### src/rtl/avreg_pkg.sv
// Shared definitions for avalon_reg_decoder: FSM state encoding and default
// parameter values (including the default card-owned register mask).
package avreg_pkg;

   localparam logic [2:0] IDLE      = 3'd0;
   localparam logic [2:0] WAIT_BUSY = 3'd1;
   localparam logic [2:0] WR_DONE   = 3'd2;
   localparam logic [2:0] RD_DONE   = 3'd3;
   localparam logic [2:0] ABORT     = 3'd4;

   typedef enum logic [2:0] {
      ST_IDLE      = IDLE,
      ST_WAIT_BUSY = WAIT_BUSY,
      ST_WR_DONE   = WR_DONE,
      ST_RD_DONE   = RD_DONE,
      ST_ABORT     = ABORT
   } avreg_state_t;

   localparam int         AVREG_ADDR_W      = 3;
   localparam int         AVREG_NUM_REGS    = 6;
   localparam int         AVREG_DATA_W      = 8;
   localparam int         AVREG_TIMEOUT_CYC = 256;
   localparam logic [5:0] AVREG_BUSY_MASK   = 6'b011000;

endpackage

### src/rtl/onehot_decoder.sv
// Combinational word-address to one-hot select; o_in_range is low for any
// address at or beyond NUM_REGS (the one-hot output is then all zero).
module onehot_decoder
   import avreg_pkg::*;
#(
   parameter int ADDR_W   = AVREG_ADDR_W,
   parameter int NUM_REGS = AVREG_NUM_REGS
) (
   input  logic [ADDR_W-1:0]   i_addr,
   output logic [NUM_REGS-1:0] o_onehot,
   output logic                o_in_range
);

   always_comb begin
      o_onehot = '0;
      for (int i = 0; i < NUM_REGS; i++) begin
         o_onehot[i] = (i_addr == ADDR_W'(i));
      end
   end

   assign o_in_range = |o_onehot;

endmodule

### src/rtl/avalon_reg_decoder.sv
// Avalon-MM slave front end for the HPS<->card register file: one-hot strobes,
// registered read-back, waitrequest flow control and card-busy write holding.
// Define AVREG_DECODER_TIMEOUT_EN to add the busy-wait timeout / ABORT path.
module avalon_reg_decoder
   import avreg_pkg::*;
#(
   parameter int                  ADDR_W      = AVREG_ADDR_W,
   parameter int                  NUM_REGS    = AVREG_NUM_REGS,
   parameter int                  DATA_W      = AVREG_DATA_W,
   parameter logic [NUM_REGS-1:0] BUSY_MASK   = NUM_REGS'(AVREG_BUSY_MASK),
   parameter int                  TIMEOUT_CYC = AVREG_TIMEOUT_CYC
) (
   input  logic                         i_clk,
   input  logic                         i_reset,
   input  logic                         i_chipselect,
   input  logic [ADDR_W-1:0]            i_address,
   input  logic                         i_read,
   input  logic                         i_write,
   input  logic [DATA_W-1:0]            i_writedata,
   output logic [DATA_W-1:0]            o_readdata,
   output logic                         o_waitrequest,
   output logic [NUM_REGS-1:0]          o_wr_strobe,
   output logic [NUM_REGS-1:0]          o_rd_strobe,
   output logic [DATA_W-1:0]            o_wr_data,
   input  logic [NUM_REGS*DATA_W-1:0]   i_reg_rdata,
   input  logic [NUM_REGS-1:0]          i_reg_busy,
   input  logic                         i_err_clr,
   output logic                         o_err_range,
   output logic                         o_err_timeout
);

   if (NUM_REGS < 1 || NUM_REGS > (1 << ADDR_W) || TIMEOUT_CYC < 2) begin : g_param_chk
      $error("avalon_reg_decoder: illegal NUM_REGS/ADDR_W/TIMEOUT_CYC");
   end

   avreg_state_t        r_state, w_state_nxt;
   logic [ADDR_W-1:0]   r_idx;
   logic [ADDR_W-1:0]   w_dec_addr;
   logic [NUM_REGS-1:0] w_onehot;
   logic                w_in_range;
   logic                w_busy_hit;
   logic                w_req;
   logic                w_cnt_max;
   logic                w_ld_idx;
   logic                w_ld_rdata;
   logic                w_set_range;
   logic [DATA_W-1:0]   r_readdata;
   logic [DATA_W-1:0]   w_rd_slice;
   logic                r_err_range;

   // One decoder serves both phases: live address while IDLE, latched target after.
   assign w_dec_addr = (r_state == ST_IDLE) ? i_address : r_idx;

   onehot_decoder #(
      .ADDR_W   (ADDR_W),
      .NUM_REGS (NUM_REGS)
   ) u_dec (
      .i_addr     (w_dec_addr),
      .o_onehot   (w_onehot),
      .o_in_range (w_in_range)
   );

   assign w_busy_hit = |(w_onehot & i_reg_busy & BUSY_MASK);
   assign w_req      = i_chipselect & (i_read | i_write);
   assign o_wr_data  = i_writedata;
   assign o_readdata = r_readdata;
   assign o_err_range = r_err_range;

   always_comb begin
      w_rd_slice = '0;
      for (int i = 0; i < NUM_REGS; i++) begin
         if (w_onehot[i]) w_rd_slice = w_rd_slice | i_reg_rdata[i*DATA_W +: DATA_W];
      end
   end

   always_ff @(posedge i_clk) begin
      if (i_reset) begin
         r_state     <= ST_IDLE;
         r_idx       <= '0;
         r_readdata  <= '0;
         r_err_range <= 1'b0;
      end else begin
         r_state <= w_state_nxt;
         if (w_ld_idx)   r_idx      <= i_address;
         if (w_ld_rdata) r_readdata <= w_rd_slice;
         if (w_set_range)    r_err_range <= 1'b1;
         else if (i_err_clr) r_err_range <= 1'b0;
      end
   end

`ifdef AVREG_DECODER_TIMEOUT_EN
   localparam int              CNT_W   = $clog2(TIMEOUT_CYC);
   localparam logic [CNT_W-1:0] CNT_MAX = CNT_W'(TIMEOUT_CYC - 1);

   logic [CNT_W-1:0] r_cnt;
   logic             r_err_timeout;

   // Held at its maximum while leaving for ABORT so it never wraps.
   always_ff @(posedge i_clk) begin
      if (i_reset) begin
         r_cnt         <= '0;
         r_err_timeout <= 1'b0;
      end else begin
         if (r_state != ST_WAIT_BUSY) r_cnt <= '0;
         else if (!w_cnt_max)         r_cnt <= r_cnt + 1'b1;
         if (r_state == ST_ABORT) r_err_timeout <= 1'b1;
         else if (i_err_clr)      r_err_timeout <= 1'b0;
      end
   end

   assign w_cnt_max     = (r_cnt == CNT_MAX);
   assign o_err_timeout = r_err_timeout;
`else
   assign w_cnt_max     = 1'b0;
   assign o_err_timeout = 1'b0;
`endif

   always_comb begin
      w_state_nxt   = r_state;
      w_ld_idx      = 1'b0;
      w_ld_rdata    = 1'b0;
      w_set_range   = 1'b0;
      o_waitrequest = 1'b1;
      o_wr_strobe   = '0;
      o_rd_strobe   = '0;
      case (r_state)
         ST_IDLE: begin
            if (w_req) begin
               w_ld_idx = 1'b1;
               if (!w_in_range) begin
                  // w_rd_slice is zero here, so readdata clears
                  w_set_range = 1'b1;
                  w_ld_rdata  = 1'b1;
                  w_state_nxt = i_write ? ST_WR_DONE : ST_RD_DONE;
               end else if (i_write) begin
                  w_state_nxt = w_busy_hit ? ST_WAIT_BUSY : ST_WR_DONE;
               end else begin
                  w_ld_rdata  = 1'b1;
                  w_state_nxt = ST_RD_DONE;
               end
            end
         end
         ST_WAIT_BUSY: begin
            if (!w_busy_hit)    w_state_nxt = ST_WR_DONE;
            else if (w_cnt_max) w_state_nxt = ST_ABORT;
         end
         ST_WR_DONE: begin
            o_waitrequest = 1'b0;
            o_wr_strobe   = w_onehot;
            w_state_nxt   = ST_IDLE;
         end
         ST_RD_DONE: begin
            o_waitrequest = 1'b0;
            o_rd_strobe   = w_onehot;
            w_state_nxt   = ST_IDLE;
         end
         ST_ABORT: begin
            o_waitrequest = 1'b0;
            w_state_nxt   = ST_IDLE;
         end
         default: w_state_nxt = ST_IDLE;
      endcase
   end

endmodule

### config.mk
export PLATFORM = sky130hd
export DESIGN_NAME = avalon_reg_decoder
export DESIGN_NICKNAME = d
export VERILOG_FILES = /design/src/rtl/avreg_pkg.sv /design/src/rtl/onehot_decoder.sv /design/src/rtl/avalon_reg_decoder.sv
export SDC_FILE = /design/constraint.sdc
export NUM_CORES = 1
export LEC_CHECK = 0
export CAP_MARGIN = 20
export CORE_MARGIN = 3
export CORE_UTILIZATION = 25
export CTS_CLUSTER_SIZE = 24
export DETAILED_ROUTE_END_ITERATION = 8
export PLACE_DENSITY = 0.69
export SLEW_MARGIN = 30
export SYNTH_ARGS = -nofsm -noshare
export SYNTH_HDL_FRONTEND = slang
export SYNTH_SLANG_ARGS = --single-unit
### constraint.sdc
create_clock -name i_clk -period 2.2 [get_ports i_clk]
set_input_delay 0.33 -clock i_clk [delete_from_list [all_inputs] [get_ports i_clk]]
set_output_delay 0.33 -clock i_clk [all_outputs]
set_load 0.005 [all_outputs]
==> run metrics, run 1 <==
run status finished clean; Top FF cell, synth dfxtp_1; initial core utilization 0.262; EDFF count, synth 0; Area Overhead vs Synth 65.4%; crit start category register; first-pass GRT wire length 6.37 mm; hold path start o_err_range$_SDFFE_PP0P_; Inserted Diodes 0; dpl ws -0.0736 ns; setup_tns 0 ns; Post-synth ARST share 0; Final Hold Violating Endpoints 0; DR vias 1429; post-synth top area share 0.207; GRT Util Overall 0.124; Final Setup Violations 0; post-synthesis cell type count 40; number of detailed-route iterations in the first pass 4; Post-Syn Area 0.00136 sq mm; final setup margin 0.0834 ns; H-tree levels 1; worst reg2reg startpoint r_state[0]$_SDFFE_PP0P_; hold depth 2; vias in the first global route 1316; # Max-Cap Violations 0; fin crit share 0.962; Remaining DRCs 0; highest clock rate 472 MHz; worst setup path class register to output pin; Hold Path Sink o_err_range$_SDFFE_PP0P_; share of layout cells above drive strength 1 0.135; Cells after Synth 168; post-layout min period 2.12 ns; Post-CTS Hold Fix Bufs 0; number of top-level pins 102; Clock Latency Late Sink 0.24 ns; leakage 0.866 nW; Detail Route Antenna Nets 0; Req. time, crit path 1.87 ns; global route total overflow 0; DIE AREA 0.00634 sq mm; maximum buffer depth of the clock tree 2; Vias per Instance 4.54; VDD IR max 0.138 mV; Area contributors post-synth dfxtp_1, mux2i_1, nor2_1; crit-path max FO 8; # rows 26; largest net degree at the start of global routing 23; Num CTS Buffers 3; Max Slew Vio Count 0; Slew headroom 0.598; root buffer cell clkbuf_8; Worst-Margin Slew 0.602 ns; post-synth net total 239; CP arrival 1.79 ns; unrepaired setup endpoints after global routing no; Seq/Total Area, Yosys 0.207; CTS tree done; Placer Congestion 0.816; fillcell total 514; Die W 79.6 um; die height 79.6 um; worst reg2reg endpoint o_readdata[0]$_SDFFE_PP0P_; flop and latch count out of synthesis 14; CP Capture Type output pin; final WL 4.25 mm; Final nets 318; wire length per cell 13.5 um; antenna violations before repair 0; Hold WC Path Type register to register; Pwr Density 400 mW/mm^2; Clock Skew 0.00446 ns; cell count of the worst reg-to-reg path 6; Core Region 0.00517 sq mm; Mean Syn Cell Area 8.07 sq um; yosys warns 0; initial DRC count 62; IO buf count 80; post-synthesis cell type with the largest combined area dfxtp_1; hpwl dp 3.41 mm; R2R setup slack 0.41 ns; clk sink count 14; Clock transition at path regs 0.06 ns
## layer usage
metal  track usage  part of all wire  wire length [um]
met4        0.0344            0.0089                38
met2         0.207              0.48              2050
met5             0                 0                 0
met1         0.167              0.45              1900
met3        0.0169             0.059               252
## sequential cells by signal (all words and copies together) (netlist names)
register     count
o_err_range      1
r_idx            3
r_state          2
o_readdata       8
## stage by stage
stage               utilization  instances  total power [mW]  hold slack, ns  instance area, sq um
CTS                       0.425        312             0.894           0.498                  2200
detailed placement        0.415        309             0.678           0.474                  2150
floorplan                     -        168             0.520           0.476                  1360
finish                    0.433        315             0.897           0.489                  2240
global route              0.433        315             0.947           0.535                  2240
global placement          0.415        309             0.672           0.479                  2150
## cell type report
class | instances | area (sq um) | share of cell area
Multi-Input combinational cell | 129 | 897 | 0.400
Tap cell | 70 | 87.6 | 0.0391
Timing Repair Buffer | 96 | 922 | 0.412
Clock buffer | 3 | 41.3 | 0.0184
Sequential cell | 14 | 282 | 0.126
Inverter | 3 | 11.3 | 0.00503
## synthesized netlist by cell type (2+ instances only)
library cell and instances:
o21ai_1 7, o22ai_1 7, nand2_1 3, o21ai_0 3
a21oi_1 6, nor2_1 38, mux2i_1 28, a32oi_1 2
nand3_1 3, nand2b_1 2, clkbuf_1 3, clkbuf_8 2
a31oi_1 2, nor2b_1 2, dfxtp_1 14, nand3b_1 2
buf_4 11, buf_6 3, o21a_1 7, inv_1 3
## how the worst max path moves through the flow
stage	end	slack, ns	startpoint	cells past startpoint
2_1_floorplan	o_readdata[4]$_SDFFE_PP0P_	0.58	r_state[1]$_SDFFE_PP0P_	7
3_3_place_gp	o_rd_strobe[3]	-0.05	i_address[1]	6
3_5_place_dp	o_wr_strobe[3]	-0.07	i_address[1]	6
4_1_cts	o_wr_strobe[2]	0.009	r_state[1]$_SDFFE_PP0P_	5
5_1_grt	o_rd_strobe[5]	0.003	r_idx[1]$_SDFFE_PP0P_	4
6_report	o_wr_strobe[2]	0.08	r_state[1]$_SDFFE_PP0P_	5
## timing repair
item / 4_1_cts / 5_1_grt
resized for setup: 6 / 4
pin swaps: 1 / 1
buffers inserted: 0 / 3
endpoints found under the hold margin: 0 / 0
endpoints found under the setup margin: 12 / 8
## worst max-delay path: stages, from the launching register on
cell,delay (ns)
dfxtp_2,0.33
buf_6,0.13
inv_1,0.08
or3_4,0.38
nor2_1,0.10
clkdlybuf4s50_1,0.51
## report_power, final
| group | internal (mW) | switching [mW] | total (mW) |
|---|---|---|---|
| clock | 0.121 | 0.0895 | 0.210 |
| sequential | 0.271 | 0.0136 | 0.285 |
| combinational | 0.232 | 0.170 | 0.402 |
## placed cells by master, fill, tap and decap left out, types with 2 or more instances in the layout
cell,n
a31oi_1,2
mux2i_1,28
o21ai_0,3
nand2_1,3
a21oi_2,2
o21ai_1,7
inv_1,3
clkbuf_8,3
nand2b_1,2
clkdlybuf4s50_1,78
nand3b_1,2
a32oi_1,2
o22ai_1,7
buf_4,15
dfxtp_1,13
dlygate4sd2_1,2
nor2_1,38
a21oi_1,5
o21a_1,7
nand3_1,3
## cell families (layout without fill, tap and decap cells)
logic type / Yosys count / in the layout / synth area share
compound gates: 40 / 40 / 0.209
buf+inv: 25 / 102 / 0.152
flops: 14 / 14 / 0.207
mux: 28 / 28 / 0.207
other cells: 1 / 1 / 0.00277
simple gates: 60 / 60 / 0.223
Power figures use the tool's default switching activity.
==> run 2: changes to the inputs <==
- CTS_CLUSTER_SIZE: 24 -> 10
==> results of run 2 <==
The final DEF is identical to that of run 1; final timing and power are the same.
